File: src/rtl/mbinit_pkg.sv
// Shared definitions for the MBINIT.PARAM exchange: sideband message codes
// and the initiator state encoding.
package mbinit_pkg;

   localparam logic [3:0] MSG_NONE = 4'b0000;
   localparam logic [3:0] MSG_REQ  = 4'b0001;
   localparam logic [3:0] MSG_RESP = 4'b0010;

   typedef enum logic [2:0] {
      ST_IDLE      = 3'd0,
      ST_SEND_REQ  = 3'd1,
      ST_WAIT_TX   = 3'd2,
      ST_WAIT_RESP = 3'd3,
      ST_CHECK     = 3'd4,
      ST_DONE      = 3'd5,
      ST_ERROR     = 3'd6
   } init_state_e;

endpackage

File: src/rtl/mbinit_param_timer.sv
// Response timeout counter: cleared while idle, counts while enabled and
// flags the terminal cycle TIMEOUT_CYC-1.
module mbinit_param_timer #(
   parameter int TIMEOUT_CYC = 1024,
   parameter int CNT_W       = 11
) (
   input  logic CLK,
   input  logic rst_n,
   input  logic clr,
   input  logic en,
   output logic tc
);

   localparam logic [CNT_W-1:0] TC_VAL = CNT_W'(TIMEOUT_CYC - 1);
   localparam logic [CNT_W-1:0] ONE    = CNT_W'(1'b1);

   logic [CNT_W-1:0] count;

   // Count up while enabled; saturate at the terminal value.
   always_ff @(posedge CLK or negedge rst_n) begin
      if (!rst_n) begin
         count <= '0;
      end else if (clr) begin
         count <= '0;
      end else if (en && (count != TC_VAL)) begin
         count <= count + ONE;
      end else begin
         count <= count;
      end
   end

   assign tc = (count == TC_VAL);

endmodule

File: src/rtl/mbinit_param_negotiator.sv
// MBINIT.PARAM exchange engine: initiator FSM (REQ/RESP with timeout and retry),
// concurrent responder path and a single-message sideband TX arbiter.
module mbinit_param_negotiator
   import mbinit_pkg::*;
#(
   parameter int RATE_W      = 3,
   parameter int VSWING_W    = 5,
   parameter int TIMEOUT_CYC = 1024,
   parameter int MAX_RETRY   = 2,
   parameter int CNT_W       = 11
) (
   input  logic                CLK,
   input  logic                rst_n,
   input  logic                i_start_en,
   input  logic [VSWING_W-1:0] i_local_vswing,
   input  logic [RATE_W-1:0]   i_local_max_rate,
   input  logic                i_local_clk_mode,
   input  logic                i_local_phase_clk,
   input  logic [3:0]          i_rx_msg,
   input  logic                i_rx_msg_valid,
   input  logic [RATE_W-1:0]   i_rx_max_rate,
   input  logic                i_rx_clk_mode,
   input  logic                i_rx_phase_clk,
   input  logic                i_sb_busy,
   input  logic                i_sb_busy_fall,
   output logic                o_tx_valid,
   output logic [3:0]          o_tx_msg,
   output logic [VSWING_W-1:0] o_tx_vswing,
   output logic [RATE_W-1:0]   o_tx_max_rate,
   output logic                o_tx_clk_mode,
   output logic                o_tx_phase_clk,
   output logic [RATE_W-1:0]   o_final_max_rate,
   output logic                o_done,
   output logic                o_train_error_req,
   output logic [1:0]          o_retry_cnt
);

   localparam logic [1:0] RETRY_MAX = 2'(MAX_RETRY);

   function automatic logic [RATE_W-1:0] rate_min(input logic [RATE_W-1:0] a,
                                                  input logic [RATE_W-1:0] b);
      return (a < b) ? a : b;
   endfunction

   init_state_e state, next_state;

   logic [RATE_W-1:0] rx_rate;
   logic              rx_mode;
   logic              rx_phase;
   logic [RATE_W-1:0] partner_rate;
   logic              resp_pending;
   logic              resp_sent;
   logic              in_flight;
   logic              in_flight_resp;
   logic              retry_inc;
   logic              timeout;

   logic              active;
   logic              rx_req;
   logic              rx_resp;
   logic              can_launch;
   logic              launch_resp;
   logic              launch_req;
   logic [RATE_W-1:0] neg_rate;
   logic [RATE_W-1:0] resp_rate;
   logic              check_pass;

   // RX strobes are ignored while idle or aborted; RESP only counts when awaited.
   assign active      = i_start_en && (state != ST_IDLE);
   assign rx_req      = active && i_rx_msg_valid && (i_rx_msg == MSG_REQ);
   assign rx_resp     = i_start_en && (state == ST_WAIT_RESP) && i_rx_msg_valid
                        && (i_rx_msg == MSG_RESP);
   assign can_launch  = active && !i_sb_busy && !in_flight;
   assign launch_resp = can_launch && resp_pending;
   assign launch_req  = can_launch && !resp_pending && (state == ST_SEND_REQ);
   assign neg_rate    = rate_min(i_local_max_rate, rx_rate);
   assign resp_rate   = rate_min(i_local_max_rate, partner_rate);
   assign check_pass  = (neg_rate != '0) && (rx_mode == i_local_clk_mode)
                        && (rx_phase == i_local_phase_clk);

   mbinit_param_timer #(
      .TIMEOUT_CYC (TIMEOUT_CYC),
      .CNT_W       (CNT_W)
   ) u_timer (
      .CLK   (CLK),
      .rst_n (rst_n),
      .clr   (state != ST_WAIT_RESP),
      .en    (state == ST_WAIT_RESP),
      .tc    (timeout)
   );

   // Initiator state register.
   always_ff @(posedge CLK or negedge rst_n) begin
      if (!rst_n) begin
         state <= ST_IDLE;
      end else begin
         state <= next_state;
      end
   end

   // Initiator next-state decode and retry request.
   always_comb begin
      next_state = state;
      retry_inc  = 1'b0;
      if (!i_start_en) begin
         next_state = ST_IDLE;
      end else begin
         case (state)
            ST_IDLE: next_state = ST_SEND_REQ;
            ST_SEND_REQ: begin
               if (launch_req) next_state = ST_WAIT_TX;
               else            next_state = ST_SEND_REQ;
            end
            ST_WAIT_TX: begin
               if (i_sb_busy_fall) next_state = ST_WAIT_RESP;
               else                next_state = ST_WAIT_TX;
            end
            ST_WAIT_RESP: begin
               if (rx_resp) begin
                  next_state = ST_CHECK;
               end else if (timeout) begin
                  if (o_retry_cnt < RETRY_MAX) begin
                     next_state = ST_SEND_REQ;
                     retry_inc  = 1'b1;
                  end else begin
                     next_state = ST_ERROR;
                  end
               end else begin
                  next_state = ST_WAIT_RESP;
               end
            end
            ST_CHECK: begin
               if (check_pass) next_state = ST_DONE;
               else            next_state = ST_ERROR;
            end
            ST_DONE:  next_state = ST_DONE;
            ST_ERROR: next_state = ST_ERROR;
            default:  next_state = ST_IDLE;
         endcase
      end
   end

   // Run-scoped flags: retry count, latched partner fields, responder progress.
   always_ff @(posedge CLK or negedge rst_n) begin
      if (!rst_n) begin
         o_retry_cnt  <= 2'd0;
         rx_rate      <= '0;
         rx_mode      <= 1'b0;
         rx_phase     <= 1'b0;
         partner_rate <= '0;
         resp_pending <= 1'b0;
         resp_sent    <= 1'b0;
      end else if (!active) begin
         o_retry_cnt  <= 2'd0;
         rx_rate      <= '0;
         rx_mode      <= 1'b0;
         rx_phase     <= 1'b0;
         partner_rate <= '0;
         resp_pending <= 1'b0;
         resp_sent    <= 1'b0;
      end else begin
         if (retry_inc) o_retry_cnt <= o_retry_cnt + 2'd1;
         if (rx_resp) begin
            rx_rate  <= i_rx_max_rate;
            rx_mode  <= i_rx_clk_mode;
            rx_phase <= i_rx_phase_clk;
         end
         // A partner retry re-arms the response even after one went out.
         if (rx_req) begin
            partner_rate <= i_rx_max_rate;
            resp_pending <= 1'b1;
         end else if (launch_resp) begin
            resp_pending <= 1'b0;
         end
         if (i_sb_busy_fall && in_flight && in_flight_resp) resp_sent <= 1'b1;
      end
   end

   // In-flight tracking survives an abort: the sideband still owns the message.
   always_ff @(posedge CLK or negedge rst_n) begin
      if (!rst_n) begin
         in_flight      <= 1'b0;
         in_flight_resp <= 1'b0;
      end else if (launch_resp || launch_req) begin
         in_flight      <= 1'b1;
         in_flight_resp <= launch_resp;
      end else if (i_sb_busy_fall) begin
         in_flight      <= 1'b0;
         in_flight_resp <= 1'b0;
      end else begin
         in_flight      <= in_flight;
         in_flight_resp <= in_flight_resp;
      end
   end

   // Registered TX launch, completion and error outputs.
   always_ff @(posedge CLK or negedge rst_n) begin
      if (!rst_n) begin
         o_tx_valid        <= 1'b0;
         o_tx_msg          <= MSG_NONE;
         o_tx_vswing       <= '0;
         o_tx_max_rate     <= '0;
         o_tx_clk_mode     <= 1'b0;
         o_tx_phase_clk    <= 1'b0;
         o_final_max_rate  <= '0;
         o_done            <= 1'b0;
         o_train_error_req <= 1'b0;
      end else begin
         o_tx_valid     <= launch_resp || launch_req;
         o_tx_msg       <= launch_resp ? MSG_RESP : (launch_req ? MSG_REQ : MSG_NONE);
         o_tx_vswing    <= (launch_resp || launch_req) ? i_local_vswing : '0;
         o_tx_max_rate  <= launch_resp ? resp_rate : (launch_req ? i_local_max_rate : '0);
         o_tx_clk_mode  <= (launch_resp || launch_req) ? i_local_clk_mode : 1'b0;
         o_tx_phase_clk <= (launch_resp || launch_req) ? i_local_phase_clk : 1'b0;
         if (next_state == ST_DONE) begin
            o_final_max_rate <= (state == ST_CHECK) ? neg_rate : o_final_max_rate;
         end else begin
            o_final_max_rate <= '0;
         end
         o_done            <= (next_state == ST_DONE) && resp_sent;
         o_train_error_req <= (next_state == ST_ERROR) && (state != ST_ERROR);
      end
   end

endmodule
File: config.mk
export PLATFORM = sky130hd
export DESIGN_NAME = mbinit_param_negotiator
export DESIGN_NICKNAME = d
export VERILOG_FILES = /design/src/rtl/mbinit_pkg.sv /design/src/rtl/mbinit_param_timer.sv /design/src/rtl/mbinit_param_negotiator.sv
export SDC_FILE = /design/constraint.sdc
export NUM_CORES = 1
export LEC_CHECK = 0
export ABC_CLOCK_PERIOD_IN_PS = 2800
export BUFFER_PORTS_ARGS = -buffer_cell sky130_fd_sc_hd__buf_2
export CORE_MARGIN = 2
export CORE_UTILIZATION = 50
export DETAILED_ROUTE_END_ITERATION = 7
export PLACE_DENSITY_LB_ADDON = 0.05
export SLEW_MARGIN = 20
export SYNTH_ARGS = -nofsm -noshare
export SYNTH_HDL_FRONTEND = slang
export SYNTH_SLANG_ARGS = --single-unit
File: constraint.sdc
create_clock -name CLK -period 2.8 [get_ports CLK]
set_input_delay 0 -clock CLK [delete_from_list [all_inputs] [get_ports CLK]]
set_output_delay 0 -clock CLK [all_outputs]
set_load 0.005 [all_outputs]
==> metrics.txt, run 1 <==
synthesis-stage register bit count 46; data required time of the worst path 2980 ps; Total Die Area 5170 um^2; WL/cell 14.0 um; fraction of post-synthesis cell area in the top cell type by area 50.0%; Max H-tree Level 2; Worst VDD drop 213 uV; commonest non-fill, non-tap cell in the layout sky130_fd_sc_hd__dfrtp_1; total I/O pin count 47; ys async rst share 100%; Fin. Hold Viols 0; flip-flop cell with the highest count after synthesis sky130_fd_sc_hd__dfrtp_1; pin count of the biggest net entering global routing 47; Worst Path Arrival 2350 ps; gate family responsible for the most delay along the worst path compound AO/OA/AOI/OAI gates; clock insertion delay at the later pin of the skew report 300 ps; post-DR vias/cell 5.31; result of the run finished clean; number of max-slew violations in the final report 0; number of buffers inserted during clock tree synthesis 5; register cell area after layout 1150 um^2; Worst Tran Pin Value 601 ps; final-layout setup total negative slack 0 ps; initial core utilization 52.5%; number of buffer and inverter stages on the critical path 1; total of buffers placed on input and output ports 44; nature of the critical path startpoint register; max-cap viol count 0; detailed router's first-iteration violation count 104; clock tree from TritonCTS done; final routed wirelength across all metal layers 4730 um; diode insertion count for antenna repair 0; power per cell area 442 nW/um^2; combined area of the multi-input logic cells 1050 um^2; final cycle utilization of the critical path 77.5%; Sinks on Clock Net 46; stage delay of the slowest cell on the critical path 400 ps; min-delay src i_start_en; Worst Hold Class in -> reg; unrepaired setup endpoints after global routing no; Cell Rows 24; start point of the critical path rx_rate[2]$_DFFE_PN0P_; wire length of the first global-routing pass 8030 um; path type of the worst setup path reg -> reg; number of cell instances on the worst register-to-register path 8; clock-pin slew on the worst setup and hold paths 90 ps; commonest non-fill, non-tap cells in the layout sky130_fd_sc_hd__dfrtp_1, sky130_fd_sc_hd__buf_2, sky130_fd_sc_hd__nor2_1; cell taking the most area after synthesis sky130_fd_sc_hd__dfrtp_1; Leakage 1.33 nW; worst hold path endpoint o_train_error_req$_DFF_PN0_; post-placement setup slack 676 ps; via count of the first global-routing pass 1,754; Cell Area, Placed 2540 um^2; Post-synth EDFFs 0; synthesized instance count 224; average cell area after synthesis 10.3 um^2; most repeated library cell on the critical path sky130_fd_sc_hd__a31oi_1; worst-case register-to-register setup slack 630 ps; CTS Root Cell sky130_fd_sc_hd__clkbuf_8; Post-DP HPWL 3250 um; floorplan die height 71.9 um; maximum clock rate 461 MHz; yosys synthesis warning count 0; worst hold path cell count 3; final core occ 64.0%; worst clock skew 5.90 ps; ratio of cells with drive above 1 in the final layout 25.3%; Slowest-stage cell, CP sky130_fd_sc_hd__mux2i_1; number of fill cells in the layout 376; area added between synthesis and finish 21.8%; CP Cell Sequence inv_1, ha_1, a21o_1, a31oi_1, mux2i_1, a31oi_1, o211ai_2, a211oi_2; die outline width 71.9 um; cell area after technology mapping 2300 um^2; drt drc 0; Final WS setup 629 ps; reg2reg end o_final_max_rate[1]$_DFFE_PN0P_; Total Routing Usage GR 20.0%; most area-consuming cells after synthesis sky130_fd_sc_hd__dfrtp_1, sky130_fd_sc_hd__nor2_1, sky130_fd_sc_hd__nand2_1, sky130_fd_sc_hd__ha_1, sky130_fd_sc_hd__xor2_1; remaining global-route overflow 0; relative slew slack 59.8%; number of distinct standard cells referenced by the synthesized netlist 53; Post-CTS Setup Repair Bufs 0; initial antenna violation count 0; Reg2Reg Launch Point rx_rate[2]$_DFFE_PN0P_; power after layout 1.24 mW; maximum buffer depth of the clock tree 2; final critical delay including setup and external delays 2170 ps; crit path capture type register; register area share after synthesis 50.0%; final weighted congestion in routability-driven placement 0.827; Setup-failing EPs final 0; via count 1,788; Final Instance Area 2810 um^2; placeable core region 4380 um^2; detailed-routing iteration count for the pre-antenna-repair pass 4; nets@finish 314; worst-path fanout max 4; number of routed nets with antenna violations 0
## state kept, by name, indices dropped and copies added (netlist names)
register / cells
in_flight: 1
in_flight_resp: 1
o_done: 1
o_final_max_rate: 3
o_retry_cnt: 2
o_train_error_req: 1
o_tx_clk_mode: 1
o_tx_max_rate: 3
o_tx_msg: 2
o_tx_phase_clk: 1
o_tx_valid: 1
o_tx_vswing: 5
partner_rate: 3
resp_pending: 1
resp_sent: 1
rx_mode: 1
rx_phase: 1
rx_rate: 3
state: 3
u_timer.count: 11
## cell families (layout without fill, tap and decap cells)
group | after synthesis | in the layout | synth area share [%]
xor gates and xnor gates | 11 | 11 | 4.18
adders and majority gates | 5 | 5 | 2.72
AOI/OAI and AO/OA | 42 | 42 | 13.7
muxes | 6 | 6 | 2.61
buffers and inverters | 22 | 82 | 4.62
other | 1 | 2 | 0.163
DFF | 46 | 46 | 50.0
and+or+nand+nor | 91 | 91 | 22.1
## cell type report
class                           instances  share of cell area, %
Sequential cell                        46                   41.0
Timing Repair Buffer                   62                   14.3
Multi-Input combinational cell        157                   37.4
Tap cell                               52                   2.32
Clock inverter                          2                  0.446
Clock buffer                            6                   2.94
Inverter                               12                   1.60
## metal layers
metal	track usage (%)	part of all wire (%)
met2	31.8	45
met4	7.55	1.2
met3	3.23	5.1
met5	0	0
met1	27.7	49
## worst max path at each step
| stage | slack, ps | cells past startpoint | endpoint |
|---|---|---|---|
| global route | 490 | 8 | o_final_max_rate[2]$_DFFE_PN0P_ |
| finish | 630 | 8 | o_final_max_rate[1]$_DFFE_PN0P_ |
| floorplan | 850 | 8 | o_final_max_rate[1]$_DFFE_PN0P_ |
| CTS | 640 | 8 | o_final_max_rate[1]$_DFFE_PN0P_ |
| detailed placement | 680 | 8 | o_final_max_rate[2]$_DFFE_PN0P_ |
| global placement | 690 | 8 | o_final_max_rate[1]$_DFFE_PN0P_ |
## power by group
part	switching, mW	internal (mW)	total, mW
registers	0.0116	0.675	0.687
logic	0.0681	0.0616	0.130
clock network	0.225	0.198	0.424
total	0.305	0.935	1.24
## worst register-to-register path, stage by stage, from the launching register on
cell and delay [ps]:
sky130_fd_sc_hd__dfrtp_1 380, sky130_fd_sc_hd__inv_1 80, sky130_fd_sc_hd__ha_1 250, sky130_fd_sc_hd__a21o_1 200, sky130_fd_sc_hd__a31oi_1 180, sky130_fd_sc_hd__mux2i_1 400, sky130_fd_sc_hd__a31oi_1 180, sky130_fd_sc_hd__o211ai_2 310
sky130_fd_sc_hd__a211oi_2 70
## per-stage QoR
stage	instances	hold slack, ps
after CTS	337	9.58
after floorplan	225	-296
after global placement	312	207
after detailed placement	312	213
final	337	14.1
after global routing	337	35.8
## synthesized netlist by cell type, types with 3 or more instances
master / n
sky130_fd_sc_hd__nand2_1: 20
sky130_fd_sc_hd__buf_2: 4
sky130_fd_sc_hd__o31ai_1: 3
sky130_fd_sc_hd__o21ai_0: 11
sky130_fd_sc_hd__nand2b_1: 5
sky130_fd_sc_hd__nor2_1: 27
sky130_fd_sc_hd__dfrtp_1: 46
sky130_fd_sc_hd__a31oi_1: 3
sky130_fd_sc_hd__buf_4: 3
sky130_fd_sc_hd__mux2i_1: 6
sky130_fd_sc_hd__a211oi_2: 3
sky130_fd_sc_hd__inv_1: 10
sky130_fd_sc_hd__a21oi_1: 6
sky130_fd_sc_hd__a21o_1: 4
sky130_fd_sc_hd__nand3_1: 7
sky130_fd_sc_hd__xor2_1: 7
sky130_fd_sc_hd__ha_1: 5
sky130_fd_sc_hd__nor2b_1: 7
sky130_fd_sc_hd__xnor2_1: 4
## timing repair
action                                 4_1_cts  5_1_grt
hold buffers                                17        0
endpoints found under the hold margin       66        0
gates resized for setup                      0        0
Power figures use the tool's default switching activity.
==> inputs of run 2 (changes only) <==
- ABC_CLOCK_PERIOD_IN_PS: 2800 -> 1980
- CORE_UTILIZATION: 50 -> 49
- clock period: 2.8 -> 1.98 ns (I/O delays scaled with it)
==> run 2 against run 1 <==
Net effect:
- the flow now finishes with violations (setup timing)
- clock skew barely moved
- sequential share of layout area fell by 3.4 points
- highest routed layer unchanged
- critical endpoint is now o_final_max_rate[2]$_DFFE_PN0P_
- total power rose by 63%
- largest cell class is now multi-input combinational cells
==> metrics.txt, run 2 (same netlist as run 1, synthesis figures left out) <==
unrepaired setup endpoints after global routing yes; final-layout setup total negative slack -103 ps (-103 ps); number of flip-flops in the largest register 11 (unchanged); Total Die Area 5270 um^2 (+1.9%); worst hold path cell count 2 (-1); maximum buffer depth of the clock tree 2 (unchanged); number of buffers inserted during clock tree synthesis 5 (unchanged); Fin. Hold Viols 0 (unchanged); commonest non-fill, non-tap cell in the layout sky130_fd_sc_hd__dfrtp_1; total I/O pin count 47 (unchanged); Worst VDD drop 379 uV (+77%); gate family responsible for the most delay along the worst path compound AO/OA/AOI/OAI gates; failing checks setup timing; commonest non-fill, non-tap cells in the layout sky130_fd_sc_hd__dfrtp_1, sky130_fd_sc_hd__buf_2, sky130_fd_sc_hd__nor2_1; relative slew slack 63.0% (+3.2 points); max-cap viol count 0 (unchanged); floorplan die height 72.6 um (+0.96%); clock insertion delay at the later pin of the skew report 300 ps (about the same); area added between synthesis and finish 32.9%; Setup-failing EPs final 5 (+5); min-delay src i_local_max_rate[2]; number of placed instances with taps included 327 (+4.8%); Max H-tree Level 2 (unchanged); most repeated library cell on the critical path sky130_fd_sc_hd__a31oi_4; remaining global-route overflow 0 (unchanged); via count of the first global-routing pass 1,731 (-1.3%); Cell Rows 24 (unchanged); detailed-routing iteration count for the pre-antenna-repair pass 5 (+1); CP Cell Sequence inv_2, ha_4, a21o_4, a31oi_4, mux2i_4, a31oi_4, o211ai_4, a211oi_2; nets@finish 329 (+4.8%); Final Non-Filler Cells 352 (+4.5%); pin count of the biggest net entering global routing 47 (unchanged); maximum clock rate 496 MHz (+7.7%); nature of the critical path startpoint register; clock tree from TritonCTS done; crit path capture type register; path type of the worst setup path reg -> reg; worst-case register-to-register setup slack -40 ps (-660 ps); wire length of the first global-routing pass 7960 um (-0.95%); Final WS setup -35.2 ps (-664 ps); final critical delay including setup and external delays 2020 ps (-156 ps); ratio of cells with drive above 1 in the final layout 33.7% (+8.4 points); result of the run complete, but fails checks; power per cell area 660 nW/um^2 (+49%); worst clock skew 6.31 ps (+0.408 ps); stage delay of the slowest cell on the critical path 390 ps (about the same); final cycle utilization of the critical path 102% (+24 points); Worst Hold Class in -> reg; Sinks on Clock Net 46 (unchanged); number of routed nets with antenna violations 0 (unchanged); Total Routing Usage GR 19.2% (-0.83 points); number of cell instances on the worst register-to-register path 8 (unchanged); CTS Root Cell sky130_fd_sc_hd__clkbuf_8; final weighted congestion in routability-driven placement 0.819 (-0.88%); WL/cell 13.9 um (-0.80%); clock-pin slew on the worst setup and hold paths 90 ps (about the same); Worst Path Arrival 2180 ps (-170 ps); Reg2Reg Launch Point rx_rate[2]$_DFFE_PN0P_; Leakage 1.44 nW (+7.9%); data required time of the worst path 2150 ps (-830 ps); placeable core region 4440 um^2 (+1.4%); leading registers by flop count u_timer.count (11), o_tx_vswing (5); die outline width 72.6 um (+0.96%); post-DR vias/cell 5.33 (+0.45%); Post-DP HPWL 3350 um (+2.8%); Worst Tran Pin Value 555 ps (-45.9 ps); top register by number of flip-flops u_timer.count; detailed router's first-iteration violation count 72 (-31%); worst-path fanout max 4 (unchanged); initial core utilization 51.8% (-0.71 points); via count 1,876 (+4.9%); reg2reg end o_final_max_rate[2]$_DFFE_PN0P_; worst hold path endpoint o_tx_max_rate[2]$_DFF_PN0_; initial antenna violation count 0 (unchanged); total of buffers placed on input and output ports 44 (unchanged); diode insertion count for antenna repair 0 (unchanged); final routed wirelength across all metal layers 4900 um (+3.6%); number of max-slew violations in the final report 0 (unchanged); Slowest-stage cell, CP sky130_fd_sc_hd__dfrtp_1; number of buffer and inverter stages on the critical path 1 (unchanged); drt drc 0 (unchanged)
==> run 2: changes by cell type in the layout (fill, tap and decap cells not counted), sizes merged <==
cell / previous run / this run
buf: 45 / 62
bufinv: 0 / 2
dlygate4sd3: 17 / 15
clkbuf: 6 / 5
clkinvlp: 1 / 0
==> run 2: worst register-to-register path, stage by stage (launching register included) <==
cell                       delay [ps]
sky130_fd_sc_hd__dfrtp_1          390
sky130_fd_sc_hd__inv_2             80
sky130_fd_sc_hd__ha_4             200
sky130_fd_sc_hd__a21o_4           220
sky130_fd_sc_hd__a31oi_4          180
sky130_fd_sc_hd__mux2i_4          360
sky130_fd_sc_hd__a31oi_4          150
sky130_fd_sc_hd__o211ai_4         230
sky130_fd_sc_hd__a211oi_2          70
==> run 2: final cells by class <==
cell class,count,area [um^2]
fillers,344,1380
multi-input cells,157,1160
flip-flops and latches,46,1150
repair buffers,77,505
clock buffers,5,68.8
clock inverters,3,68.8
well taps,52,65.1
inverters,12,45.0
==> run 2: how the worst max path moves through the flow <==
| stage | slack [ps] | startpoint | depth (start not counted) | endpoint |
|---|---|---|---|---|
| after global placement | -40 | rx_rate[2]$_DFFE_PN0P_ | 8 | o_final_max_rate[2]$_DFFE_PN0P_ |
| after CTS | -40 | rx_rate[2]$_DFFE_PN0P_ | 8 | o_final_max_rate[0]$_DFFE_PN0P_ |
| after detailed placement | -130 | rx_rate[2]$_DFFE_PN0P_ | 8 | o_final_max_rate[1]$_DFFE_PN0P_ |
| final | -40 | rx_rate[2]$_DFFE_PN0P_ | 8 | o_final_max_rate[2]$_DFFE_PN0P_ |
| after floorplan | 30 | rx_rate[2]$_DFFE_PN0P_ | 8 | o_final_max_rate[1]$_DFFE_PN0P_ |
| after global routing | -110 | rx_rate[2]$_DFFE_PN0P_ | 8 | o_final_max_rate[2]$_DFFE_PN0P_ |
==> run 2: per-layer routing <==
layer / track usage, % / vias up / wire [um]
met3: 3.61 / 10 / 234
met4: 7.00 / 0 / 77
met2: 27.5 / 49 / 2120
met5: 0 / - / 0
met1: 28.9 / 896 / 2470
li1: - / 921 / -
==> run 2: through the flow <==
| stage | hold slack [ps] | util [%] | setup WS [ps] | instance area (um^2) | power, mW |
|---|---|---|---|---|---|
| after floorplan | -296 | - | 30.8 | 2310 | 1.08 |
| after global placement | 120 | 59.7 | -41.7 | 2650 | 1.17 |
| after detailed placement | 119 | 59.7 | -132 | 2650 | 1.17 |
| after CTS | 14.2 | 67.1 | -43.9 | 2980 | 2.02 |
| after global routing | 48.9 | 68.9 | -105 | 3060 | 2.10 |
| final | 37.9 | 68.9 | -35.2 | 3060 | 2.02 |
==> run 2: what timing repair did <==
item | in CTS | in global routing
gates resized for setup | 5 | 14
setup endpoints to repair | 4 | 6
pin swaps | 6 | 11
hold buffers | 15 | 0
setup buffers | 2 | 0
gates cloned | 0 | 0
endpoints found under the hold margin | 63 | 0
==> run 2: power by group <==
| group | switching, mW | leakage [nW] | internal [mW] |
|---|---|---|---|
| clock | 0.319 | 0.0683 | 0.505 |
| sequential | 0.0136 | 0.638 | 0.955 |
| combinational | 0.118 | 0.730 | 0.111 |
